`config.mk`:
```
export PLATFORM = sky130hd
export DESIGN_NAME = window_minmax_tracker
export DESIGN_NICKNAME = d
export VERILOG_FILES = /design/src/rtl/window_minmax_tracker_pkg.sv /design/src/rtl/window_minmax_tracker_mag_compare.sv /design/src/rtl/window_minmax_tracker.sv
export SDC_FILE = /design/constraint.sdc
export NUM_CORES = 1
export LEC_CHECK = 0
export CAP_MARGIN = 20
export CORE_MARGIN = 2
export CORE_UTILIZATION = 50
export DETAILED_ROUTE_END_ITERATION = 12
export PLACE_DENSITY = 0.9
export SLEW_MARGIN = 20
export SYNTH_ARGS = -nofsm -noshare
export SYNTH_HDL_FRONTEND = slang
export SYNTH_SLANG_ARGS = --single-unit
```
`constraint.sdc`:
```
create_clock -name clk -period 2.8 [get_ports clk]
set_clock_uncertainty 0.1 [all_clocks]
set_input_delay 0.84 -clock clk [delete_from_list [all_inputs] [get_ports clk]]
set_output_delay 0.84 -clock clk [all_outputs]
set_load 0.02 [all_outputs]
```
`src/rtl/window_minmax_tracker_pkg.sv`:
```
// Shared definitions for the window min/max tracker: FSM state encoding and
// the helper that sizes the in-window position counter.
package window_minmax_tracker_pkg;

  // ACCUM collects samples, HOLD presents a finished window result
  typedef enum logic {
    ST_ACCUM = 1'b0,
    ST_HOLD  = 1'b1
  } stateT;

  // Bits needed to hold window positions 0..winLen-1 (never less than one bit)
  function automatic int idxWidth(input int winLen);
    return (winLen <= 2) ? 1 : $clog2(winLen);
  endfunction

endpackage

```
`src/rtl/window_minmax_tracker_mag_compare.sv`:
```
// Unsigned magnitude comparator used for both the running-max and
// running-min decisions. Purely combinational; exactly one output is high.
module mag_compare #(
  parameter int DATA_W = 8
) (
  input  logic [DATA_W-1:0] i_a,
  input  logic [DATA_W-1:0] i_b,
  output logic              gt,
  output logic              eq,
  output logic              lt
);

  // Unsigned relation of a to b; operands are plain logic so no sign applies
  always_comb begin
    gt = (i_a > i_b);
    eq = (i_a == i_b);
    lt = (i_a < i_b);
  end

endmodule

```
`src/rtl/window_minmax_tracker.sv`:
```
// Window min/max tracker: collects WIN_LEN unsigned samples through a
// valid/ready handshake, then holds the largest and smallest sample until the
// consumer takes the result. Windows never overlap.
// Optional feature: define WINDOW_MINMAX_IDX_EN to add out_idx_max/out_idx_min,
// the 0-based window positions of the first occurrence of the max/min.
module window_minmax_tracker
  import window_minmax_tracker_pkg::*;
#(
  parameter int DATA_W  = 8,
  parameter int WIN_LEN = 16,
  localparam int IDX_W  = idxWidth(WIN_LEN)
) (
  input  logic              clk,
  input  logic              rst,
  input  logic              in_valid,
  output logic              in_ready,
  input  logic [DATA_W-1:0] in_data,
  output logic              out_valid,
  input  logic              out_ready,
  output logic [DATA_W-1:0] out_max,
  output logic [DATA_W-1:0] out_min
`ifdef WINDOW_MINMAX_IDX_EN
  ,
  output logic [IDX_W-1:0]  out_idx_max,
  output logic [IDX_W-1:0]  out_idx_min
`endif
);

  localparam logic [IDX_W-1:0] LAST_IDX = IDX_W'(WIN_LEN - 1);

  stateT             r_state;
  stateT             w_nextState;
  logic              r_inReady;
  logic              r_outValid;
  logic              w_nextInReady;
  logic              w_nextOutValid;
  logic [IDX_W-1:0]  r_count;
  logic [DATA_W-1:0] r_max;
  logic [DATA_W-1:0] r_min;
  logic              w_accept;
  logic              w_last;
  logic              w_outFire;
  logic              w_maxGt, w_maxEq, w_maxLt;
  logic              w_minGt, w_minEq, w_minLt;
  logic              w_updMax;
  logic              w_updMin;

  assign w_accept  = in_valid & r_inReady;
  assign w_outFire = out_ready & r_outValid;
  assign w_last    = (r_count == LAST_IDX);

  assign in_ready  = r_inReady;
  assign out_valid = r_outValid;
  assign out_max   = r_max;
  assign out_min   = r_min;

  mag_compare #(.DATA_W(DATA_W)) u_cmpMax (
    .i_a (in_data),
    .i_b (r_max),
    .gt  (w_maxGt),
    .eq  (w_maxEq),
    .lt  (w_maxLt)
  );

  mag_compare #(.DATA_W(DATA_W)) u_cmpMin (
    .i_a (in_data),
    .i_b (r_min),
    .gt  (w_minGt),
    .eq  (w_minEq),
    .lt  (w_minLt)
  );

  // A tie (eq) must never replace the stored value so the first occurrence wins
  assign w_updMax = w_maxGt & ~(w_maxEq | w_maxLt);
  assign w_updMin = w_minLt & ~(w_minEq | w_minGt);

  // State register plus registered handshake flags; both flags are 0 in reset
  // so in_ready only rises on the first edge after reset is released
  always_ff @(posedge clk or posedge rst) begin
    if (rst) begin
      r_state    <= ST_ACCUM;
      r_inReady  <= 1'b0;
      r_outValid <= 1'b0;
    end else begin
      r_state    <= w_nextState;
      r_inReady  <= w_nextInReady;
      r_outValid <= w_nextOutValid;
    end
  end

  // Next state: finish a window on the last handshake, release it on out_fire
  always_comb begin
    w_nextState = r_state;
    case (r_state)
      ST_ACCUM: if (w_accept && w_last) w_nextState = ST_HOLD;
      ST_HOLD:  if (w_outFire)          w_nextState = ST_ACCUM;
      default:  w_nextState = ST_ACCUM;
    endcase
    w_nextInReady  = (w_nextState == ST_ACCUM);
    w_nextOutValid = (w_nextState == ST_HOLD);
  end

  // Running max/min and window position; the first sample of a window loads both
  always_ff @(posedge clk or posedge rst) begin
    if (rst) begin
      r_count <= '0;
      r_max   <= '0;
      r_min   <= '0;
    end else if (w_accept) begin
      r_count <= w_last ? '0 : r_count + IDX_W'(1);
      if (r_count == '0) begin
        r_max <= in_data;
        r_min <= in_data;
      end else begin
        if (w_updMax) r_max <= in_data;
        if (w_updMin) r_min <= in_data;
      end
    end
  end

`ifdef WINDOW_MINMAX_IDX_EN
  logic [IDX_W-1:0] r_idxMax;
  logic [IDX_W-1:0] r_idxMin;

  assign out_idx_max = r_idxMax;
  assign out_idx_min = r_idxMin;

  // Capture the window position whenever the running max/min is (re)loaded
  always_ff @(posedge clk or posedge rst) begin
    if (rst) begin
      r_idxMax <= '0;
      r_idxMin <= '0;
    end else if (w_accept) begin
      if (r_count == '0 || w_updMax) r_idxMax <= r_count;
      if (r_count == '0 || w_updMin) r_idxMin <= r_count;
    end
  end
`else
  // Index tracking disabled: no position registers or ports exist
`endif

endmodule

```
==> flow_summary.json <==
{
  "grt_max_degree": 23,
  "via_count": 1206,
  "antenna_found_initial": 0,
  "status": "finished clean",
  "syn_nets": 155,
  "crit_fanout": 8,
  "area.growth.synth_to_final_pct": 40.7,
  "hold_path_end": "out_valid",
  "avgRoutedWirePerCell_um": 17.7,
  "slew_viol_final": 0,
  "hold_start": "out_valid",
  "io_pins": 30,
  "start_util_pct": 51.2,
  "track_usage_pct": 24.0,
  "synth_cell_types": 32,
  "relSlewSlack_pct": 62.3,
  "grt_pass1_vias": 1223,
  "cts_max_path_buffers": 2,
  "crit_type": "in -> reg",
  "layout_commonest_cell": "clkdlybuf4s50_1",
  "drt_iter0_markers": 32,
  "viasPerCell": 5.88,
  "nNetsFinal": 205,
  "ff2ff_path_depth": 8,
  "clk_pin_slew_worst_paths_ns": 0.13,
  "required_ns": 2.93,
  "cts-root-buf": "clkbuf_4",
  "fp.dieW_um": 56.5,
  "r2r_start": "r_count[0]",
  "clock_latency_ns": 0.33,
  "period_share_pct": 96.8,
  "max-cap-violations": 0,
  "cts_tree": "done",
  "synth_seq_area_share_pct": 40.0,
  "syn_avg_cell_area_um2": 11.0,
  "htreeDepth": 1,
  "rr_endpoint": "out_min[0]",
  "setup_violations": 0,
  "antennaDiodeCount": 0,
  "register_area_um2": 551,
  "cp-start-kind": "input port",
  "port_buffers": 29,
  "grt_pass1_wl_um": 5860,
  "hpwl_um": 2660,
  "nFillCells": 190,
  "cts_buffers": 3,
  "worst_slew_pin_slew_ns": 0.563,
  "core_um2": 2690,
  "die_area_um2": 3190,
  "firstDrtPassIters": 4,
  "grt_overflow": 0,
  "netlist_instances": 125,
  "crit_arrival_ns": 2.84,
  "p_total_uw": 2170,
  "ant_nets": 0,
  "drcViolationCount": 0,
  "rsz0062_at_grt": "no",
  "cts_sinks": 22,
  "place.gp.congestion": 0.788,
  "ir_worst_vdd_uv": 712,
  "row_count": 19,
  "fmax_mhz": 369,
  "synth-seq-cells": 22,
  "routed_wl_um": 3640,
  "final_cell_count_no_fill": 205,
  "power.density_nw_per_um2": 1120,
  "ys_warn_count": 0,
  "multi_input_area_um2": 796,
  "final_cell_mix": "clkdlybuf4s50_1 (25), dfrtp_1 (22), inv_1 (19), ha_1 (18), buf_4 (15)",
  "hold-path-cell-count": 1,
  "period_needed_ns": 2.71,
  "synth.cell_area_um2": 1380,
  "layout-drive-gt1-share_pct": 21.8,
  "cellLeakagePower_uw": 0.000946,
  "final-hold-violation-count": 0,
  "place.detailed.instances": 201,
  "crit_path_end_kind": "flip-flop",
  "hp-class": "reg -> reg",
  "die_h_um": 56.5,
  "reg2reg_setup_slack_ns": 0.53
}
[flip-flops by register name, summed over array words and instances, names as in the netlist]
signal / cells
out_valid: 1
out_min: 8
out_max: 8
r_count: 4
in_ready: 1
[worst max-delay path by stage]
stage	depth (start not counted)	slack, ns	to	startpoint
2_1_floorplan	7	0.02	out_min[0]	in_data[0]
3_3_place_gp	9	-0.52	out_min[6]	in_data[0]
3_5_place_dp	9	-0.57	out_min[0]	in_data[0]
4_1_cts	8	0.01	out_min[4]	in_data[3]
5_1_grt	8	0.001	out_min[0]	in_data[2]
6_report	8	0.09	out_max[3]	in_data[2]
[report_power, final]
group          leakage, µW  internal (µW)  switching [µW]
sequential        0.000256            469             147
combinational     0.000661            660             637
clock            0.0000279            145             107
[worst max-delay path: stages]
cell and delay, ns:
clkdlybuf4s50_1 0.43, buf_4 0.16, ha_1 0.29, nand4_1 0.14, nor2_1 0.19, nor2_1 0.08, a32o_1 0.32, a221o_1 0.39
[area by class of cell]
type,count,area share (%)
Sequential cell,22,28.4
Tap cell,31,2.00
Clock buffer,3,1.16
Clock inverter,1,1.55
Inverter,19,3.68
Multi-Input combinational cell,83,41.1
Timing Repair Buffer,46,22.1
[metrics by stage]
stage          hold WS, ns  area [µm²]  setup TNS (ns)  setup slack [ns]  utilization [%]
2_1_floorplan        0.370        1380               0            0.0166                -
3_3_place_gp         0.382        1830           -7.51            -0.519             68.1
3_5_place_dp         0.399        1830           -8.54            -0.570             68.1
4_1_cts              0.422        1920               0            0.0111             71.6
5_1_grt              0.445        1940               0           0.00133             72.1
6_report             0.420        1940               0            0.0903             72.1
[logic make-up after synthesis]
| kind of cell | share of synthesized area, % |
|---|---|
| xor gates and xnor gates | 0.636 |
| AOI/OAI and AO/OA | 22.2 |
| buffers and inverters | 5.45 |
| and+or+nand+nor | 8.82 |
| adders and majority gates | 16.4 |
| muxes | 6.55 |
| DFF | 40.0 |
[synth_stat cells]
cell type	count	area share, %
nor2_1	2	0.55
a221o_1	8	5.8
nand2_1	5	1.4
and2_1	1	0.45
nand2b_1	2	0.91
o21ai_0	4	1.5
a22o_1	8	5.1
o21a_1	1	0.55
mux2_1	1	0.82
nand3_1	2	0.73
a2111oi_0	1	0.64
nor2_8	1	1.5
o211ai_1	1	0.55
nor2b_2	1	0.64
a221oi_4	1	1.9
ha_1	18	16
o2111ai_1	1	0.64
xnor2_1	1	0.64
clkbuf_1	1	0.27
nand4_1	2	0.91
a21o_1	2	1.1
or3b_4	1	0.82
inv_1	19	5.2
o31ai_1	1	0.55
nor3b_1	1	0.55
a21oi_1	6	2.2
o41ai_1	1	0.64
o21ai_1	1	0.36
a32o_1	1	0.73
dfrtp_1	22	40
mux2_2	7	5.7
nor2b_1	1	0.45
[layer usage]
metal / track usage (%) / vias to the layer above / routed length (µm)
met5: 0 / - / 0
met4: 3.40 / 0 / 46
met3: 5.76 / 7 / 166
met2: 43.2 / 40 / 1950
met1: 29.5 / 595 / 1470
li1: - / 564 / -
[repair_timing]
action,4_1_cts,5_1_grt
hold buffers,0,0
pin swaps,4,1
resized for setup,10,4
setup endpoints to repair,16,8
cloned,0,0
buffers inserted,0,0
Power figures use the tool's default switching activity.
